<file path="src/rtl/dsss_spreader.sv">
// DSSS spreader: serializes parallel words MSB first and XORs each bit with an LFSR PN chip stream.
// Optional PN-only preamble before a word started from idle: define DSSS_PREAMBLE_EN.
module dsss_spreader #(
    parameter int                    DATA_WIDTH    = 8,
    parameter int                    LFSR_WIDTH    = 5,
    parameter logic [LFSR_WIDTH-1:0] LFSR_TAPS     = 5'b10100,
    parameter logic [LFSR_WIDTH-1:0] LFSR_SEED     = 5'b00001,
    parameter int                    CHIPS_PER_BIT = 31,
    parameter int                    CHIP_DIV      = 16
) (
    input  logic                  clk,
    input  logic                  rst,
    input  logic [DATA_WIDTH-1:0] in_data,
    input  logic                  in_valid,
    output logic                  in_ready,
    output logic                  chip_out,
    output logic                  chip_valid,
    output logic                  chip_tick,
    output logic                  bit_start,
    output logic                  busy
);

    localparam int DIV_W  = (CHIP_DIV > 1) ? $clog2(CHIP_DIV) : 1;
    localparam int CHIP_W = (CHIPS_PER_BIT > 1) ? $clog2(CHIPS_PER_BIT) : 1;
`ifdef DSSS_PREAMBLE_EN
    localparam int NBITS_MAX = (DATA_WIDTH > 4) ? DATA_WIDTH : 4;
`else
    localparam int NBITS_MAX = DATA_WIDTH;
`endif
    localparam int BIT_W = (NBITS_MAX > 1) ? $clog2(NBITS_MAX) : 1;

    localparam logic [DIV_W-1:0]  DIV_LAST  = DIV_W'(CHIP_DIV - 1);
    localparam logic [CHIP_W-1:0] CHIP_LAST = CHIP_W'(CHIPS_PER_BIT - 1);
    localparam logic [BIT_W-1:0]  BIT_LAST  = BIT_W'(DATA_WIDTH - 1);
`ifdef DSSS_PREAMBLE_EN
    localparam logic [BIT_W-1:0]  PRE_LAST  = BIT_W'(3);

    typedef enum logic [1:0] {IDLE, SEND, PREAMBLE} state_t;
`else
    typedef enum logic [1:0] {IDLE, SEND} state_t;
`endif

    state_t                  state_q, state_d;
    logic [DIV_W-1:0]        div_q, div_d;
    logic [CHIP_W-1:0]       chip_q, chip_d;
    logic [BIT_W-1:0]        bit_q, bit_d;
    logic [LFSR_WIDTH-1:0]   lfsr_q, lfsr_d;
    logic [DATA_WIDTH-1:0]   shreg_q, shreg_d;

    logic active, div_last, chip_last, bit_last, word_last, accept, data_bit;

    // Galois-free Fibonacci step; an all-zero register is forced back onto the sequence.
    function automatic logic [LFSR_WIDTH-1:0] lfsr_step(input logic [LFSR_WIDTH-1:0] s);
        logic fb;
        fb = ^(s & LFSR_TAPS);
        if (s == '0) begin
            return LFSR_WIDTH'(1);
        end
        return {s[LFSR_WIDTH-2:0], fb};
    endfunction

    assign active    = (state_q != IDLE);
    assign div_last  = (div_q == DIV_LAST);
    assign chip_last = (chip_q == CHIP_LAST);
    assign bit_last  = (bit_q == BIT_LAST);
    assign word_last = (state_q == SEND) && div_last && chip_last && bit_last;
    assign in_ready  = rst && ((state_q == IDLE) || word_last);
    assign accept    = in_valid && in_ready;

    always_comb begin
        state_d = state_q;
        div_d   = div_q;
        chip_d  = chip_q;
        bit_d   = bit_q;
        lfsr_d  = lfsr_q;
        shreg_d = shreg_q;

        if (active) begin
            if (div_last) begin
                div_d = '0;
                if (chip_last) begin
                    chip_d = '0;
                    bit_d  = bit_q + BIT_W'(1);
                    lfsr_d = LFSR_SEED;
                    if (state_q == SEND) begin
                        shreg_d = shreg_q << 1;
                    end
                end else begin
                    chip_d = chip_q + CHIP_W'(1);
                    lfsr_d = lfsr_step(lfsr_q);
                end
            end else begin
                div_d = div_q + DIV_W'(1);
            end
`ifdef DSSS_PREAMBLE_EN
            if ((state_q == PREAMBLE) && div_last && chip_last && (bit_q == PRE_LAST)) begin
                state_d = SEND;
                bit_d   = '0;
            end
`endif
            if (word_last) begin
                state_d = IDLE;
                div_d   = '0;
                chip_d  = '0;
                bit_d   = '0;
                lfsr_d  = LFSR_SEED;
            end
        end

        // Acceptance (from idle or on the final clk of a word) restarts every counter.
        if (accept) begin
            shreg_d = in_data;
            div_d   = '0;
            chip_d  = '0;
            bit_d   = '0;
            lfsr_d  = LFSR_SEED;
`ifdef DSSS_PREAMBLE_EN
            state_d = (state_q == IDLE) ? PREAMBLE : SEND;
`else
            state_d = SEND;
`endif
        end
    end

    always_comb begin
        data_bit   = 1'b0;
        chip_out   = 1'b0;
        chip_valid = 1'b0;
        chip_tick  = 1'b0;
        bit_start  = 1'b0;
        busy       = 1'b0;
        if (active) begin
            // Preamble chips carry a zero data bit, i.e. pure PN.
            data_bit   = (state_q == SEND) ? shreg_q[DATA_WIDTH-1] : 1'b0;
            chip_out   = data_bit ^ lfsr_q[LFSR_WIDTH-1];
            chip_valid = 1'b1;
            busy       = 1'b1;
            chip_tick  = (div_q == '0);
            bit_start  = (div_q == '0) && (chip_q == '0);
        end
    end

    always_ff @(posedge clk or negedge rst) begin
        if (!rst) begin
            state_q <= IDLE;
            div_q   <= '0;
            chip_q  <= '0;
            bit_q   <= '0;
            lfsr_q  <= LFSR_SEED;
        end else begin
            state_q <= state_d;
            div_q   <= div_d;
            chip_q  <= chip_d;
            bit_q   <= bit_d;
            lfsr_q  <= lfsr_d;
        end
    end

    always_ff @(posedge clk) begin
        shreg_q <= shreg_d;
    end

endmodule

</file>
<file path="config.mk">
export PLATFORM = sky130hd
export DESIGN_NAME = dsss_spreader
export DESIGN_NICKNAME = d
export VERILOG_FILES = /design/src/rtl/dsss_spreader.sv
export SDC_FILE = /design/constraint.sdc
export NUM_CORES = 1
export LEC_CHECK = 0
export CORE_ASPECT_RATIO = 0.75
export CORE_MARGIN = 1
export CORE_UTILIZATION = 48
export CTS_CLUSTER_DIAMETER = 30
export DETAILED_ROUTE_END_ITERATION = 6
export GPL_ROUTABILITY_DRIVEN = 0
export GPL_TIMING_DRIVEN = 0
export MAX_ROUTING_LAYER = met4
export PLACE_DENSITY_LB_ADDON = 0.1
export SYNTH_ARGS = -nofsm -noshare
export SYNTH_HDL_FRONTEND = slang
export SYNTH_SLANG_ARGS = --single-unit
export TNS_END_PERCENT = 5
</file>
<file path="constraint.sdc">
create_clock -name clk -period 1.8 [get_ports clk]
set_input_delay 0.36 -clock clk [delete_from_list [all_inputs] [get_ports clk]]
set_output_delay 0.36 -clock clk [all_outputs]
set_load 0.005 [all_outputs]
</file>
==> flow_summary.ini, run 1 <==
[synthesis]
post_synthesis_average_cell_area_um2 = 10.8
seq_area_frac_synth = 0.518
number_of_flip_flops_and_latches_in_the_synthesized_netlist = 26
synth_top_flop_cell = sky130_fd_sc_hd__dfrtp_1
post-synth-top-area-cell = sky130_fd_sc_hd__dfrtp_1
ys_warns = 0
yosys.area.top_type_share = 0.319
synth.area.top_cells = sky130_fd_sc_hd__dfrtp_1, sky130_fd_sc_hd__edfxtp_1, sky130_fd_sc_hd__ha_1, sky130_fd_sc_hd__mux2_2, sky130_fd_sc_hd__nand2_1
post_synth_num_cell_types = 29
asyncSetResetFlopFracSynth = 0.692
postSynthNetCount = 142
synth_edf_count = 8
post_synth_instance_area_um2 = 1340
post_synth_inst_count = 124

[drt]
postRouteWirelength_um = 2510
dr.first_iter.drc_count = 59
number_of_vias_per_cell_after_detailed_routing = 5.38
post-route-drc-count = 0
drt.antenna.violating_nets = 0
num_vias = 1001
post_drt_wl_per_cell_um = 13.5
first_pass_iters = 4

[clock_tree]
clock_tree.htree_level_count = 1
tritoncts_clock_tree = done
post_cts_hold_buffer_count = 0
clock_sink_count = 26
worst_setup_hold_path_clk_slew_ns = 0.09
cts_inserted_buffers = 3
worst_skew_pair.late_latency_ns = 0.27
ctsRootBufferMaster = sky130_fd_sc_hd__clkbuf_8
cts_max_path_buffers = 2

[placement]
buffer_ports.inserted = 16
placedCellCount = 176
post-place-ws_ns = -1.10
post-dp-hpwl_um = 1760
area_after_detailed_placement_um2 = 1540

[power_and_ir_drop]
ir_drop_mv = 0.358
p_per_area_nw_per_um2 = 575
totalPowerFinal_uw = 970
power.leakage_nw = 0.644

[setup_path]
critical_path.slowest_cell = sky130_fd_sc_hd__dfrtp_1
crit_required_ns = 1.44
critical_path.cell_chain = buf_4 -> ha_4 -> nand3_4 -> o31ai_4 -> and2_1 -> buf_2
cp-start-kind = flip-flop
timing.reg2reg.setup_slack_ns = -0.14
timing.critical_path.fanout_max = 5
r2r-start = div_q[0]
timing.critical_path.to_type = primary output
reg2reg_to = shreg_q[1]
critPathMaxStageDelay_ns = 0.37
reg2reg_depth = 7
critical_path_class = reg -> out
critPathArrivalTime_ns = 1.60
setup.worst_path.start = div_q[0]
critPathCapture = in_ready

[sta]
timing.fmax_mhz = 510
min_period_over_period = 1.09
final_max_slew_viol_count = 0
layout_setup_ws_ns = -0.162
hold_viol = 0
hold_slack_ns = 0.0335
worst_slew_margin_rel = 0.677
tightest_slew_ns = 0.485
clock_skew_ns = 0.0150
setup_viol_count_final = 10
layout_min_cycle_time_ns = 1.96
grt_setup_unrepaired = yes

[floorplan]
dieArea_um2 = 3000
floorplan.io_pins = 17
die_height_um = 47.7
design.core.area_um2 = 2620
effective_utilization_at_floorplan = 0.509
rows = 16
fp.dieW_um = 62.9

[cells_and_area]
most-common-layout-cells = sky130_fd_sc_hd__dfrtp_1, sky130_fd_sc_hd__nand2_1, sky130_fd_sc_hd__clkdlybuf4s50_1
mostFrequentLayoutCell = sky130_fd_sc_hd__dfrtp_1
antenna_cells_inserted = 0
finalInstanceArea_um2 = 1690
layout.cells.non_filler = 186
nets = 169
post_route_cells_drive_above_1_share = 0.273
fillerInstances = 199
flow.area_growth_from_synthesis_pct = 26.3

[global_route]
groute.usage.overall = 0.196
globalRoute.totalOverflow = 0
vias_in_the_first_global_route = 898
grt_first_pass_wirelength_um = 4200
grt_antenna_before_repair = 0
grt_max_degree = 23

[outcome]
violations = negative setup slack
outcome = finished, violations left

[min_path]
class_of_the_tightest_hold_or_removal_check = in -> async

[run]
maxCapViolCount = 0
==> synthesized netlist by cell type (2+ instances only) <==
cell type,instances
sky130_fd_sc_hd__nor2_1,11
sky130_fd_sc_hd__o21ai_0,7
sky130_fd_sc_hd__mux2_2,7
sky130_fd_sc_hd__clkbuf_1,2
sky130_fd_sc_hd__ha_1,7
sky130_fd_sc_hd__nand2_1,14
sky130_fd_sc_hd__nand4_1,5
sky130_fd_sc_hd__and4_1,2
sky130_fd_sc_hd__nand3_1,3
sky130_fd_sc_hd__dfrtp_1,17
sky130_fd_sc_hd__nor3_1,2
sky130_fd_sc_hd__xor2_1,5
sky130_fd_sc_hd__a21oi_1,5
sky130_fd_sc_hd__inv_1,8
sky130_fd_sc_hd__clkbuf_2,2
sky130_fd_sc_hd__and2_1,3
sky130_fd_sc_hd__a22oi_1,5
sky130_fd_sc_hd__edfxtp_1,8
==> what timing repair did <==
item                       CTS  global route
buffers inserted             4             2
resized for setup           33             7
setup endpoints to repair   37            28
pin swaps                    4             3
cloned                       0             0
==> report_power, final <==
group          internal (mW)  switching (mW)
logic                 0.0182          0.0150
registers              0.605               0
clock network          0.158           0.173
==> routing by layer <==
layer | GRT usage | part of all wire
met4 | 0.0512 | 0.0084
met5 | - | 0
met2 | 0.331 | 0.50
met1 | 0.237 | 0.45
met3 | 0.0571 | 0.041
==> state kept, by name, summed over array words and instances, names as in the netlist <==
signal   cells
lfsr_q       5
bit_q        3
chip_q       5
state_q      1
div_q        4
shreg_q      8
==> critical path, delay by kind of cell, from the launching register on <==
kind,cells,cell delay (ns)
fa+ha+maj,1,0.17
buf+inv,2,0.24
simple gates,2,0.25
flops,1,0.37
compound gates,1,0.32
==> stage by stage <==
stage	utilization	TNS (ns)
2_1_floorplan	-	0
3_5_place_dp	0.589	-27.64
5_1_grt	0.643	-2.10
6_report	0.643	-1.20
3_3_place_gp	0.589	-25.46
4_1_cts	0.637	-1.03
==> cell families after synthesis <==
logic type	count (synthesis)	synth area share
adders and majority gates	7	0.0656
xor gates and xnor gates	6	0.0394
buffers and inverters	13	0.0412
and+or+nand+nor	44	0.171
muxes	7	0.0590
DFF	26	0.518
AOI/OAI and AO/OA	21	0.106
==> cell type report <==
| cell class | instances | area, um2 | share of cell area |
|---|---|---|---|
| Inverter | 8 | 30.0 | 0.0178 |
| Sequential cell | 26 | 694 | 0.412 |
| Timing Repair Buffer | 22 | 184 | 0.109 |
| Multi-Input combinational cell | 85 | 649 | 0.385 |
| Tap cell | 36 | 45.0 | 0.0267 |
| Buffer | 5 | 38.8 | 0.0230 |
| Clock buffer | 4 | 45.0 | 0.0267 |
==> worst min path at each step <==
stage                           from          to
after CTS                        rst    div_q[0]
final                            rst    div_q[3]
after global placement      bit_q[2]    bit_q[2]
after global routing             rst    div_q[3]
after floorplan                  rst    bit_q[0]
after detailed placement  shreg_q[1]  shreg_q[2]
Power figures use the tool's default switching activity.
==> run 2, diff against run 1 <==
CORE_MARGIN = not set   (was 1)
CORE_UTILIZATION = 51   (was 48)
CTS_BUF_LIST = sky130_fd_sc_hd__clkbuf_8   (was not set)
==> run 2 against run 1 <==
Net effect:
- the run still ends with negative setup slack left
- worst hold slack got worse by 0.0049 ns
- register-to-register slack is essentially flat
- clock power up 15%
- routed wire length grew 1.4%
- critical endpoint unchanged
- clock-buffer cell count unchanged
- power increased by 5.1%
- sequential share of layout area increased by 0.21 points
==> flow_summary.ini, run 2 (synthesized netlist as in run 1, its figures left out) <==
[outcome]
outcome = finished, violations left
violations = negative setup slack

[setup_path]
critPathArrivalTime_ns = 1.58
reg2reg_to = shreg_q[5]
r2r-start = chip_q[0]
timing.reg2reg.setup_slack_ns = -0.13
crit_required_ns = 1.44
timing.critical_path.fanout_max = 3
critical_path_class = reg -> out
critical_path.slowest_cell = sky130_fd_sc_hd__dfrtp_1
critical_path.cell_chain = inv_2 -> ha_4 -> nand4_1 -> o31ai_4 -> and2_1 -> buf_2
timing.critical_path.to_type = primary output
cp-start-kind = flip-flop
critPathMaxStageDelay_ns = 0.40
reg2reg_depth = 7

[sta]
grt_setup_unrepaired = yes
total_negative_setup_slacks_ns = -1.01
timing.fmax_mhz = 516
worst_slew_margin_rel = 0.678
min_period_over_period = 1.08
clock_skew_ns = 0.00607
hold_viol = 0
tightest_slew_ns = 0.483
setup_viol_count_final = 9
layout_min_cycle_time_ns = 1.94
hold_slack_ns = 0.0286
final_max_slew_viol_count = 0
layout_setup_ws_ns = -0.137

[power_and_ir_drop]
p_per_area_nw_per_um2 = 607
p_comb_frac = 0.033
switchingPower_uw = 199
power.switching_fraction = 0.196
share_clk_of_total_power = 0.373
ir_drop_mv = 0.562
power.leakage_nw = 0.645
internal_power_uw = 820
register_share_of_total_power = 0.594

[clock_tree]
clock_tree.htree_level_count = 1
ctsRootBufferMaster = sky130_fd_sc_hd__clkbuf_8
clock_sink_count = 26
worst_skew_pair.late_latency_ns = 0.28
worst_setup_hold_path_clk_slew_ns = 0.09
cts_max_path_buffers = 2
tritoncts_clock_tree = done
cts_inserted_buffers = 3

[cells_and_area]
largest_registers = shreg_q x8, chip_q x5, lfsr_q x5
antenna_cells_inserted = 0
flow.area_growth_from_synthesis_pct = 25.7
finalInstanceArea_um2 = 1680
multi_input_area_um2 = 642
layout.cells.non_filler = 184
mostFrequentLayoutCell = sky130_fd_sc_hd__dfrtp_1
post_route_cells_drive_above_1_share = 0.287
fillerInstances = 182
top_register = shreg_q
layout.area.seq_um2 = 694
largest_reg_flops = 8
nets = 169
most-common-layout-cells = sky130_fd_sc_hd__dfrtp_1, sky130_fd_sc_hd__nand2_1, sky130_fd_sc_hd__nor2_1, sky130_fd_sc_hd__clkdlybuf4s50_1, sky130_fd_sc_hd__buf_4
finalCoreUtilization = 0.704

[floorplan]
rows = 15
dieArea_um2 = 2830
floorplan.io_pins = 17
design.core.area_um2 = 2380
effective_utilization_at_floorplan = 0.560
die_height_um = 46.3
fp.dieW_um = 61.1

[drt]
dr.first_iter.drc_count = 92
postRouteWirelength_um = 2550
num_vias = 1012
first_pass_iters = 4
number_of_vias_per_cell_after_detailed_routing = 5.50
post_drt_wl_per_cell_um = 13.8
drt.antenna.violating_nets = 0
post-route-drc-count = 0

[global_route]
vias_in_the_first_global_route = 910
grt_antenna_before_repair = 0
grt_max_degree = 23
globalRoute.totalOverflow = 0
groute.usage.overall = 0.225
grt_first_pass_wirelength_um = 4270

[placement]
area_after_detailed_placement_um2 = 1540
placedCellCount = 174
post-dp-hpwl_um = 1670
buffer_ports.inserted = 16

[min_path]
class_of_the_tightest_hold_or_removal_check = in -> async

[run]
maxCapViolCount = 0
[run 2: power by group through the flow]
stage | Combinational, mW | Clock (mW) | Sequential, mW
after global placement | 0.0337 | 0 | 0.618
after detailed placement | 0.0344 | 0 | 0.618
after floorplan | 0.00218 | 0 | 0.618
after CTS | 0.0346 | 0.387 | 0.605
after global routing | 0.0368 | 0.405 | 0.606
final | 0.0332 | 0.380 | 0.605
[run 2: worst max-delay path by stage]
stage / start / slack (ns) / endpoint
floorplan: chip_q[0] / 0.03 / shreg_q[1]
global placement: rst / -1.03 / shreg_q[0]
detailed placement: rst / -1.10 / shreg_q[0]
CTS: chip_q[0] / -0.20 / in_ready
global route: chip_q[0] / -0.21 / shreg_q[1]
finish: chip_q[0] / -0.14 / in_ready
[run 2: per-layer routing]
metal | GRT usage | vias up | wire [um]
li1 | - | 490 | -
met1 | 0.289 | 485 | 1160
met2 | 0.346 | 33 | 1180
met3 | 0.0590 | 4 | 166
met4 | 0.0818 | 0 | 40
met5 | - | - | 0
[run 2: worst max-delay path: cells and delay by family (launching register included)]
family	cells	cell delay, ns
DFF	1	0.40
and+or+nand+nor	2	0.30
AOI/OAI and AO/OA	1	0.27
buffers and inverters	2	0.21
adders and majority gates	1	0.13
[run 2: final cells by class]
type / count / share of cell area
Inverter: 8 / 0.0179
Sequential cell: 26 / 0.414
Clock buffer: 4 / 0.0328
Multi-Input combinational cell: 85 / 0.383
Timing Repair Buffer: 22 / 0.108
Buffer: 5 / 0.0194
Tap cell: 34 / 0.0254
[run 2: what timing repair did]
item | in CTS | in global routing
buffers inserted | 5 | 1
pin swaps | 5 | 3
setup endpoints to repair | 35 | 28
resized for setup | 27 | 11
endpoints found under the hold margin | 0 | 0
hold buffers | 0 | 0
[run 2: through the flow]
stage	setup slack, ns	power [mW]
4_1_cts	-0.198	1.03
6_report	-0.137	1.02
3_3_place_gp	-1.03	0.652
3_5_place_dp	-1.10	0.652
5_1_grt	-0.206	1.05
2_1_floorplan	0.0296	0.620
